File: src/rtl/audio_level_meter.sv
// Stereo level meter: rectify/max, fast-attack slow-decay envelope, clip hold and 8-LED bar graph.
// Build option METER_PEAK_DOT_EN adds the held peak register and the peak dot on the bar.
module audio_level_meter #(
  parameter int unsigned DECAY_SHIFT  = 4,
  parameter int unsigned DECAY_DIV    = 64,
  parameter int unsigned HOLD_SAMPLES = 24000,
  parameter int unsigned CLIP_THRESH  = 131000
) (
  input  logic        clockext100MHz,
  input  logic        reset,
  input  logic        sample_ready,
  input  logic [17:0] left_in,
  input  logic [17:0] right_in,
  output logic [7:0]  ld,
  output logic [17:0] env_level,
  output logic [17:0] peak_level,
  output logic        clip,
  output logic        level_ready
);

  localparam int unsigned DecW  = (DECAY_DIV > 2) ? $clog2(DECAY_DIV) : 1;
  localparam int unsigned HoldW = (HOLD_SAMPLES > 2) ? $clog2(HOLD_SAMPLES) : 1;
  localparam logic [HoldW-1:0] HoldInit = HoldW'(HOLD_SAMPLES - 1);

  // ---------------------------------------------------------------------------
  // S1: rectify and take the louder channel
  // ---------------------------------------------------------------------------
  logic [17:0] abs_l, abs_r, m_s1;
  logic        clip_hit_s1;

  always_comb begin
    abs_l       = left_in[17] ? (~left_in + 18'd1) : left_in;
    abs_r       = right_in[17] ? (~right_in + 18'd1) : right_in;
    m_s1        = (abs_l > abs_r) ? abs_l : abs_r;
    clip_hit_s1 = ({14'd0, m_s1} >= CLIP_THRESH);
  end

  logic        vld1_q;
  logic [17:0] m_q;
  logic        clip_hit_q;

  always_ff @(posedge clockext100MHz) begin
    if (reset) begin
      vld1_q     <= 1'b0;
      m_q        <= '0;
      clip_hit_q <= 1'b0;
    end else begin
      vld1_q <= sample_ready;
      if (sample_ready) begin
        m_q        <= m_s1;
        clip_hit_q <= clip_hit_s1;
      end
    end
  end

  // ---------------------------------------------------------------------------
  // S2: envelope, clip hold and (optionally) peak hold
  // ---------------------------------------------------------------------------
  logic             vld2_q;
  logic [DecW-1:0]  dec_cnt_q, dec_cnt_d;
  logic [17:0]      env_q, env_d;
  logic [17:0]      env_step;
  logic             tick;
  logic [HoldW-1:0] clip_cnt_q, clip_cnt_d;
  logic             clip_q, clip_d;

  always_comb begin
    dec_cnt_d  = dec_cnt_q;
    env_d      = env_q;
    clip_cnt_d = clip_cnt_q;
    clip_d     = clip_q;
    tick       = 1'b0;
    env_step   = env_q >> DECAY_SHIFT;
    // Small envelopes still release by one LSB so they reach zero exactly.
    if (env_step == '0) begin
      env_step = 18'd1;
    end
    if (vld1_q) begin
      dec_cnt_d = dec_cnt_q + DecW'(1);
      tick      = (dec_cnt_d == '0);
      if (m_q > env_q) begin
        env_d = m_q;
      end else if (tick && (env_q != '0)) begin
        env_d = env_q - env_step;
      end
      if (clip_hit_q) begin
        clip_cnt_d = HoldInit;
        clip_d     = 1'b1;
      end else if (clip_cnt_q == '0) begin
        clip_d = 1'b0;
      end else begin
        clip_cnt_d = clip_cnt_q - HoldW'(1);
      end
    end
  end

  always_ff @(posedge clockext100MHz) begin
    if (reset) begin
      vld2_q     <= 1'b0;
      dec_cnt_q  <= '0;
      env_q      <= '0;
      clip_cnt_q <= '0;
      clip_q     <= 1'b0;
    end else begin
      vld2_q     <= vld1_q;
      dec_cnt_q  <= dec_cnt_d;
      env_q      <= env_d;
      clip_cnt_q <= clip_cnt_d;
      clip_q     <= clip_d;
    end
  end

  logic [17:0] peak_s2;

`ifdef METER_PEAK_DOT_EN
  logic [17:0]      peak_q, peak_d;
  logic [HoldW-1:0] hold_cnt_q, hold_cnt_d;

  always_comb begin
    peak_d     = peak_q;
    hold_cnt_d = hold_cnt_q;
    if (vld1_q) begin
      if (m_q >= peak_q) begin
        peak_d     = m_q;
        hold_cnt_d = HoldInit;
      end else if (hold_cnt_q != '0) begin
        hold_cnt_d = hold_cnt_q - HoldW'(1);
      end else begin
        peak_d = env_d;
      end
    end
  end

  always_ff @(posedge clockext100MHz) begin
    if (reset) begin
      peak_q     <= '0;
      hold_cnt_q <= '0;
    end else begin
      peak_q     <= peak_d;
      hold_cnt_q <= hold_cnt_d;
    end
  end

  assign peak_s2 = peak_q;
`else
  assign peak_s2 = env_q;
`endif

  // ---------------------------------------------------------------------------
  // S3: bar graph (6 dB per LED starting at 512) and output registers
  // ---------------------------------------------------------------------------
  logic [7:0] bar, dot, ld_d;

  always_comb begin
    bar = '0;
    dot = '0;
    for (int k = 0; k < 8; k++) begin
      bar[k] = (env_q >= (18'd1 << (9 + k)));
`ifdef METER_PEAK_DOT_EN
      // Later iterations overwrite, leaving only the highest crossed threshold.
      if (peak_s2 >= (18'd1 << (9 + k))) begin
        dot = 8'd1 << k;
      end
`endif
    end
    ld_d = bar | dot;
  end

  logic [7:0]  ld_q;
  logic [17:0] env_level_q, peak_level_q;
  logic        clip_out_q, level_ready_q;

  always_ff @(posedge clockext100MHz) begin
    if (reset) begin
      ld_q          <= '0;
      env_level_q   <= '0;
      peak_level_q  <= '0;
      clip_out_q    <= 1'b0;
      level_ready_q <= 1'b0;
    end else begin
      level_ready_q <= vld2_q;
      if (vld2_q) begin
        ld_q         <= ld_d;
        env_level_q  <= env_q;
        peak_level_q <= peak_s2;
        clip_out_q   <= clip_q;
      end
    end
  end

  assign ld          = ld_q;
  assign env_level   = env_level_q;
  assign peak_level  = peak_level_q;
  assign clip        = clip_out_q;
  assign level_ready = level_ready_q;

endmodule

File: config.mk
export PLATFORM = sky130hd
export DESIGN_NAME = audio_level_meter
export DESIGN_NICKNAME = d
export VERILOG_FILES = /design/src/rtl/audio_level_meter.sv
export SDC_FILE = /design/constraint.sdc
export NUM_CORES = 1
export LEC_CHECK = 0
export CAP_MARGIN = 20
export CORE_ASPECT_RATIO = 1.25
export CORE_MARGIN = 5
export CORE_UTILIZATION = 56
export CTS_CLUSTER_DIAMETER = 120
export DETAILED_ROUTE_END_ITERATION = 10
export PLACE_DENSITY = 0.87
export SLEW_MARGIN = 25
export SYNTH_ARGS = -nofsm -noshare
export SYNTH_HDL_FRONTEND = slang
export SYNTH_SLANG_ARGS = --single-unit
File: constraint.sdc
create_clock -name clockext100MHz -period 6.5 [get_ports clockext100MHz]
set_input_delay 1.3 -clock clockext100MHz [delete_from_list [all_inputs] [get_ports clockext100MHz]]
set_output_delay 1.3 -clock clockext100MHz [all_outputs]
set_load 0.02 [all_outputs]
Word level (Yosys, flattened, before mapping)
Cells that the tools add are included.
{ "totals": {"elab_cells": 51, "reg_bits": 89, "inputBits": 39, "out_inout_bits": 46} }
{ "op_classes": {"n_addsub": 5, "n_reduce_logical": 10, "eq_ne": 1, "muxes": 10, "n_bitwise": 2, "n_lt_le_gt_ge": 11} }
{ "ops": {"columns": ["cell", "count"], "rows": [
  ["2-to-1 mux 18 bit", 5],
  ["adder 18 x 1 -> 18 bit, second input constant", 2],
  [">= comparator 18 x 17 -> 1 bit, second input constant", 2],
  ["greater-than comparator 18 bit", 2],
  ["inverter 18 bit", 2],
  ["2-to-1 mux 15 bit", 2],
  [">= comparator 18 x 10 -> 1 bit, second input constant", 1],
  [">= comparator 18 x 11 -> 1 bit, second input constant", 1],
  [">= comparator 18 x 12 -> 1 bit, second input constant", 1],
  [">= comparator 18 x 13 -> 1 bit, second input constant", 1],
  [">= comparator 18 x 14 -> 1 bit, second input constant", 1],
  [">= comparator 18 x 15 -> 1 bit, second input constant", 1],
  [">= comparator 18 x 16 -> 1 bit, second input constant", 1],
  ["zero test 18 bit", 1],
  ["nonzero test 18 bit", 1],
  ["subtractor 18 bit", 1],
  ["zero test 15 bit", 1],
  ["subtractor 15 x 1 -> 15 bit, second input constant", 1],
  ["2-to-1 mux 14 bit", 1],
  ["adder 6 x 1 -> 6 bit, second input constant", 1],
  ["zero test 6 bit", 1],
  ["AND reduction 2 bit", 3],
  ["nonzero test 2 bit", 2],
  ["2-to-1 mux 1 bit", 2],
  ["other kinds (2)", 2]
]} }

Logic depth before layout (Yosys ltp)
Gate-level depths: netlist (run 1).
{ "depth": {"ltp_word": 6, "ltp_mapped": 15, "mapped_depth_nobuf": 14} }

Worst setup path after synthesis (run 1)
Ideal clock, no wire load.
{ "synth_path": {"path_type": "in2reg", "from": "input right_in[4]", "to": "register m_q[11]", "setup_time_ps": 116, "setup_slack_ps": 1607, "path_stages": 14, "t_arrival_ps": 4778, "path_cell_list": "clkbuf_1 or4_1 buf_2 or4_4 o31ai_4 xor2_2 ha_1 a2111oi_0 o21ai_0 a221o_1 nand2_1 clkbuf_1 nand2_1 a31o_1"} }
{ "synth_via": {"elab_chain_len": 5} }
{ "synth_lines": {"columns": ["item", "line_no", "source"], "rows": [
  ["start: declaration", "13", "input logic [17:0] right_in,"],
  ["inverter 18 bit", "33", "abs_r = right_in[17] ? (~right_in + 18'd1) : right_in;"],
  ["adder 18 x 1 -> 18 bit", "33", null],
  ["2-to-1 mux 18 bit *", "33", null],
  ["greater-than comparator 18 bit", "34", "m_s1 = (abs_l > abs_r) ? abs_l : abs_r;"],
  ["2-to-1 mux 18 bit *", "34", null],
  ["end signal: assignment", "50", "m_q <= m_s1;"],
  ["end: declaration", "39", "logic [17:0] m_q;"]
]} }
Mark *: on every way between the ends. The rest lies on a longest branch, timed or not.
A chain may end at the register's enable or synchronous reset.

Worst setup path in the final report (run 1)
{ "layout_path": {"from": "input left_in[0]", "to": "register clip_hit_q"} }
{ "layout_via": {"elab_chain_len": 6} }
{ "layout_lines": {"columns": ["item", "line_no", "source"], "rows": [
  ["start: declaration", "12", "input logic [17:0] left_in,"],
  ["inverter 18 bit", "32", "abs_l = left_in[17] ? (~left_in + 18'd1) : left_in;"],
  ["adder 18 x 1 -> 18 bit", "32", null],
  ["2-to-1 mux 18 bit *", "32", null],
  ["greater-than comparator 18 bit", "34", null],
  ["2-to-1 mux 18 bit *", "34", null],
  [">= comparator 18 x 17 -> 1 bit *", "35", "clip_hit_s1 = ({14'd0, m_s1} >= CLIP_THRESH);"],
  ["end signal: assignment", "51", "clip_hit_q <= clip_hit_s1;"],
  ["end: declaration", "40", "logic clip_hit_q;"]
]} }
Marks and branches as above.

==> results of run 1 <==
[registers in the layout, summed over array words and instances, names as in the netlist, 6 cells and up]
| signal | flops |
|---|---|
| ld | 8 |
| m_q | 18 |
| peak_level | 18 |
| env_q | 18 |
| clip_cnt_q | 15 |
| dec_cnt_q | 6 |
[synthesized netlist by cell type (9+ instances only)]
| cell | instances | area (um^2) |
|---|---|---|
| or4_1 | 11 | 82.58 |
| nand3b_1 | 9 | 67.56 |
| o21ai_0 | 22 | 110.1 |
| mux2i_1 | 22 | 220.2 |
| a21oi_1 | 42 | 210.2 |
| xnor2_1 | 30 | 262.8 |
| nor3_1 | 18 | 90.09 |
| a31oi_1 | 13 | 81.33 |
| inv_1 | 47 | 176.4 |
| xor2_1 | 22 | 192.7 |
| nor2_1 | 76 | 285.3 |
| ha_1 | 54 | 675.7 |
| nand3_1 | 19 | 95.09 |
| buf_4 | 18 | 135.1 |
| o21ai_1 | 9 | 45.04 |
| nand2b_1 | 22 | 137.6 |
| dfxtp_1 | 89 | 1782 |
| nand2_1 | 63 | 236.5 |
| nand4_1 | 13 | 81.33 |
| or3_1 | 10 | 62.56 |
| o31ai_1 | 10 | 75.07 |
| clkbuf_1 | 32 | 120.1 |
| a311oi_1 | 18 | 157.7 |
[power by group]
part	total, mW	switching (mW)	leakage [nW]	internal (mW)
sequential	0.794	0.145	0.727	0.649
clock	0.511	0.232	0.147	0.279
combinational	2.15	1.26	1.92	0.892
total	3.45	1.63	2.80	1.82
[layout make-up]
cell class | instances | area [um^2]
Multi-Input combinational cell | 603 | 4170
Fill cell | 913 | 3684
Sequential cell | 89 | 1783
Timing Repair Buffer | 88 | 860.8
Clock buffer | 10 | 239.0
Inverter | 47 | 176.4
Tap cell | 135 | 168.9
Clock inverter | 6 | 55.05
[worst paths after layout]
kind                       from             to  slack, ps  depth (start not counted)
hold reg to reg   clip_cnt_q[2]  clip_cnt_q[2]        480                          2
setup / recovery     left_in[0]     clip_hit_q        830                         15
setup reg to reg      env_q[15]      env_q[16]       2400                         14
hold / removal    clip_cnt_q[2]  clip_cnt_q[2]        480                          2
[logic make-up (layout without fill, tap and decap cells)]
kind of cell	after synthesis	after routing
buf+inv	103	151
simple gates	279	279
fa+ha+maj	55	55
mux	23	23
xor+xnor	54	54
flops	89	89
compound gates	192	192
[critical path: stages]
cell             delay (ps)
clkdlybuf4s50_1         490
inv_1                   120
ha_1                    200
or3b_2                  490
nor4_1                  580
nand2_1                 180
o31ai_1                 280
xnor2_1                 130
ha_1                    310
nand4_1                  90
nor3_1                  350
nand4_1                 330
nand2_1                 480
a311oi_1                160
or3_1                   400
[per-layer routing]
metal,GRT usage,routed length [um]
met5,0,0
met4,0.09985,510
met3,0.03288,833
met2,0.4215,7861
met1,0.2688,6463
[metrics by stage]
stage / hold WS (ps) / area [um^2]
6_report: 478.4 / 7453
5_1_grt: 512.2 / 7453
4_1_cts: 481.0 / 7458
3_5_place_dp: 473.1 / 7164
3_3_place_gp: 464.4 / 7164
2_1_floorplan: 445.2 / 6409
[cell usage in the layout (no fill, tap or decap), types with 8 or more instances in the layout]
master and instances:
dfxtp_1 88, clkdlybuf4s50_1 82, nor2_1 76, nand2_1 63
ha_1 54, inv_1 47, a21oi_1 42, xnor2_1 30
o21ai_0 22, nand2b_1 22, xor2_1 22, mux2i_1 22
nand3_1 19, nor3_1 18, a311oi_1 18, nand4_1 13
a31oi_1 13, or4_1 11, o31ai_1 10, or3_1 10
o21ai_1 9, nand3b_1 9, clkbuf_16 9, nor4_1 8
a211oi_1 8, o22ai_1 8
==> key figures, run 1 <==
Synth
  – Post-synth EDFFs: 0
  – Syn_area_per_cell: 8.061 um^2
  – Warnings, synthesis: 0
  – Number of synthesized register bits: 89
  – Synth Area in Adders: 0.1086
  – Post-synthesis async set-or-reset flop share: 0
  – Mapped Cells: 795
  – Xor-xnor portion of the synthesized cell area: 0.07614
  – Prevailing post-synth register cell: dfxtp_1
  – Multiplexer share of the synthesized area: 0.03612
  – Post-synthesis compound-gate area fraction: 0.2101
  – Post-Syn Area: between 6000 and 7000 um^2
  – Combinational family with the most area after synthesis: simple AND/OR/NAND/NOR gates
  – Yosys cell types: 68
  – Syn_nets: 889
  – Post-synthesis simple-gate area fraction: 0.2198
  – Register area share after synthesis: 0.2780

STA
  – Fin. Hold Viols: 0
  – Fin crit period: 5673 ps
  – Final Cycle Share: 0.8728
  – Actual slew at the worst max-slew pin: 868.6 ps
  – Slew Viols, Final: 0
  – Unrepaired setup endpoints after global routing: no
  – Max-slew headroom: 0.4209
  – Final setup fails: 0
  – Setup_tns: 0 ps
  – Min setup slack post-route: 826.8 ps
  – Clk_skew: 11.76 ps
  – Max Clk Rate: 176.3 MHz

Floorplan
  – IO Count: 85
  – Die ar.: 13700 um^2
  – Starting density of the core: 0.5754
  – Die H: 129.6 um
  – Core Region: 11140 um^2
  – Chip Width: 105.7 um
  – FP Rows: 43

Routing
  – Drt total wl: around 16000 um
  – Vias: 5919
  – Drt first-iter violations: slightly above 400
  – Vias per cell: 6.052
  – Avg WL per Cell: approximately 16 um
  – TritonRoute pass-1 iters: 5
  – Post-DRT Antenna Nets: 0
  – Post-route DRC: 0

Clock network
  – Post-cts resize count: 0
  – Worst-skew pair later-pin latency: approximately 350 ps
  – CTS Sinks: 89
  – Num CTS Buffers: 9
  – Hold buffer count at CTS: 0
  – Worst-path clk slew: approximately 70 ps
  – CTS tree: built
  – Clock root buffer: clkbuf_16
  – Postcts setup bufs: 0
  – Clock Path Buffers: 2
  – H-tree Lvls: 3

Setup path
  – Critical path fanouts, max: 16
  – Arrival time worst endpoint: 5910 ps
  – Worst EP required: 6730 ps
  – Worst setup EP type: flip-flop
  – CP Class: in -> reg
  – Startpoint types: input pin

Power and ir drop
  – Cell Pwr Density: 463.3 nW/um^2
  – IR drop worst, VDD: ~230 uV
  – Total Power: about 3.5 mW
  – LEAKAGE: 2.797 nW

Place
  – Placed insts: 962
  – Port bufs: 84
  – HPWL reported at the end of detailed placement: 12110 um
  – RePlAce Congestion: 0.9543
  – DP Worst Slack: ~550 ps

GRT
  – Initial antenna violation count: 0
  – Number of global-route vias before repair: 5764
  – Largest net degree at the start of global routing: 50
  – Global-route wire length before repair: 26260 um
  – GRT Total Usage: 0.2306
  – Gr ovfl total: 0

Worst hold path
  – Hold crit path type: reg -> reg

Flow run
  – Max-Cap Viols: 0

Layout
  – Non-filler cells, final: just under 1000
  – # diodes: 0
  – Final core occ: 0.6693
  – Share of cells above drive strength 1: 0.04270
  – Final #Nets: 932
  – Layout area overhead: 16.30%

Status
  – Status: finished, final reports clean
No activity file was read; power rests on OpenSTA's default activity.
==> run 2, diff against run 1 <==
--- a/config.mk
+++ b/config.mk
@@ -8,10 +8,12 @@
 export CAP_MARGIN = 20
 export CORE_ASPECT_RATIO = 1.25
 export CORE_MARGIN = 5
-export CORE_UTILIZATION = 56
+export CORE_UTILIZATION = 30
 export CTS_CLUSTER_DIAMETER = 120
 export DETAILED_ROUTE_END_ITERATION = 10
-export PLACE_DENSITY = 0.87
+export GPL_ROUTABILITY_DRIVEN = 0
+export HOLD_SLACK_MARGIN = 0.12
+export PLACE_DENSITY = 0.55
 export SLEW_MARGIN = 25
 export SYNTH_ARGS = -nofsm -noshare
 export SYNTH_HDL_FRONTEND = slang
==> run 2 against run 1 <==
  * Non-clock buffer count is 4 higher
  * Flip-flop and latch count unchanged
  * Largest power group unchanged
  * Die area grew 78%
  * Total power up 0.56%
==> key figures, run 2 (synthesis results as in run 1) <==
Status
  – Status: finished, final reports clean

Power and ir drop
  – LEAKAGE: 2.830 nW (+1.2%)
  – Cell Pwr Density: 451.6 nW/um^2 (-2.5%)
  – IR drop worst, VDD: 179.9 uV (-22%)
  – Total Power: 3.472 mW (+0.56%)

Routing
  – Post-route DRC: 0 (unchanged)
  – Vias per cell: 5.142 (-15%)
  – Post-DRT Antenna Nets: 0 (unchanged)
  – TritonRoute pass-1 iters: 5 (unchanged)
  – Avg WL per Cell: 14.75 um (-7.9%)
  – Vias: 5764 (-2.6%)
  – Drt first-iter violations: 377 (-6.7%)
  – Drt total wl: 16540 um (+5.6%)

Flow run
  – Max-Cap Viols: 0 (unchanged)

Floorplan
  – FP Rows: 59 (+37%)
  – Starting density of the core: 0.3057 (-0.2698)
  – Core Region: 20970 um^2 (+88%)
  – Die ar.: 24400 um^2 (+78%)
  – IO Count: 85 (unchanged)
  – Die H: 173.4 um (+34%)
  – Chip Width: 140.7 um (+33%)

Setup path
  – Critical Path Max Stage Delay: 680 ps (+100 ps)
  – Arrival time worst endpoint: 5620 ps (-290 ps)
  – CP Class: in -> reg
  – CP cell instances: clkdlybuf4s50_1, or4_1, or4_4, o31ai_4, xor2_2, ha_1, a2111oi_0, o21ai_0, a221o_1, nand2_1, buf_4, nor4_1, or3_1
  – Startpoint types: input pin
  – Worst EP required: 6720 ps (about the same)
  – Critical path fanouts, max: 11 (-5)
  – Worst setup EP type: flip-flop
  – Crit path max-delay family: simple AND/OR/NAND/NOR gates
  – CP bufs+invs: 2 (unchanged)
  – Slowest-stage cell, CP: or4_1

STA
  – Max Clk Rate: 185.1 MHz (+5.0%)
  – Actual slew at the worst max-slew pin: 890.4 ps (+21.83 ps)
  – Max-slew headroom: 0.4064 (-0.01456)
  – Final setup fails: 0 (unchanged)
  – Slew Viols, Final: 0 (unchanged)
  – Clk_skew: 7.640 ps (-4.122 ps)
  – Fin crit period: 5401 ps (-272.1 ps)
  – Final Cycle Share: 0.8309 (-0.04185)
  – Unrepaired setup endpoints after global routing: no
  – Setup_tns: 0 ps (unchanged)
  – Fin. Hold Viols: 0 (unchanged)
  – WHS: 478.2 ps (-0.1280 ps)

Clock network
  – CTS tree: built
  – Hold buffer count at CTS: 0 (unchanged)
  – Clock root buffer: clkbuf_16
  – Worst-skew pair later-pin latency: 340 ps (about the same)
  – Num CTS Buffers: 9 (unchanged)
  – Clock Path Buffers: 2 (unchanged)
  – H-tree Lvls: 3 (unchanged)
  – Postcts setup bufs: 0 (unchanged)
  – CTS Sinks: 89 (unchanged)
  – Worst-path clk slew: 60 ps (about the same)
  – Post-cts resize count: 0 (unchanged)

Layout
  – # diodes: 0 (unchanged)
  – Layout area overhead: 19.99%
  – Final #Nets: 936 (+0.43%)
  – Most frequent cells in the layout: dfxtp_1 (88), clkdlybuf4s50_1 (83), nor2_1 (76)
  – Most common cell after layout, fill and taps aside: dfxtp_1
  – Share of cells above drive strength 1: 0.04486 (+0.002160)

GRT
  – GRT met2 Usage: 0.2248 (-0.1967)
  – GR met3 Demand/Resource: 0.02428 (-0.008602)
  – Initial antenna violation count: 0 (unchanged)
  – Gr ovfl total: 0 (unchanged)
  – GR met1 Demand/Resource: 0.1793 (-0.08952)
  – Global-route wire length before repair: 27490 um (+4.7%)
  – GRT busiest layer: met2
  – Number of global-route vias before repair: 5436 (-5.7%)
  – GRT Total Usage: 0.1345 (-0.09615)
  – Largest net degree at the start of global routing: 61 (+22%)

Worst hold path
  – Hold crit path type: reg -> reg

Place
  – HPWL reported at the end of detailed placement: 12980 um (+7.2%)
  – Port bufs: 84 (unchanged)
run 2: layout make-up:
cell class              instances  area (um^2)
fillers                      2218        13280
flip-flops and latches         89         1783
clock inverters                 5        78.83
multi-input cells             603         4170
clock buffers                  11        242.7
well taps                     274        342.8
repair buffers                 92        895.9
inverters                      47        176.4
run 2: report_power, final:
| part | internal, mW | switching, mW | leakage, nW |
|---|---|---|---|
| combinational | 0.892 | 1.23 | 1.94 |
| sequential | 0.650 | 0.147 | 0.727 |
| clock | 0.347 | 0.212 | 0.159 |
run 2: worst min-delay path, cell delays in order (launching register included):
cell,delay [ps]
dfxtp_1,320
nand2_1,60
a21oi_1,50
run 2: metal layers:
layer	up-vias	part of all wire
li1	2972	-
met1	2670	0.48
met4	0	0.011
met5	-	0
met3	12	0.043
met2	110	0.47
run 2: per-stage QoR:
step / setup WS [ps] / instance area (um^2) / cells / util
after global placement: 809.0 / 7368 / 1105 / 0.3515
after floorplan: 1607 / 6409 / 795 / -
final: 1099 / 7690 / 1121 / 0.3668
after detailed placement: 755.1 / 7368 / 1105 / 0.3515
after CTS: 1111 / 7690 / 1121 / 0.3668
after global routing: 757.7 / 7690 / 1121 / 0.3668
run 2: worst paths after layout:
check | start | cells past startpoint | slack (ps) | endpoint
max reg2reg | env_q[14] | 14 | 2640 | env_q[16]
min | clip_cnt_q[2] | 2 | 480 | clip_cnt_q[2]
max | right_in[3] | 13 | 1100 | clip_hit_q
min reg2reg | clip_cnt_q[2] | 2 | 480 | clip_cnt_q[2]
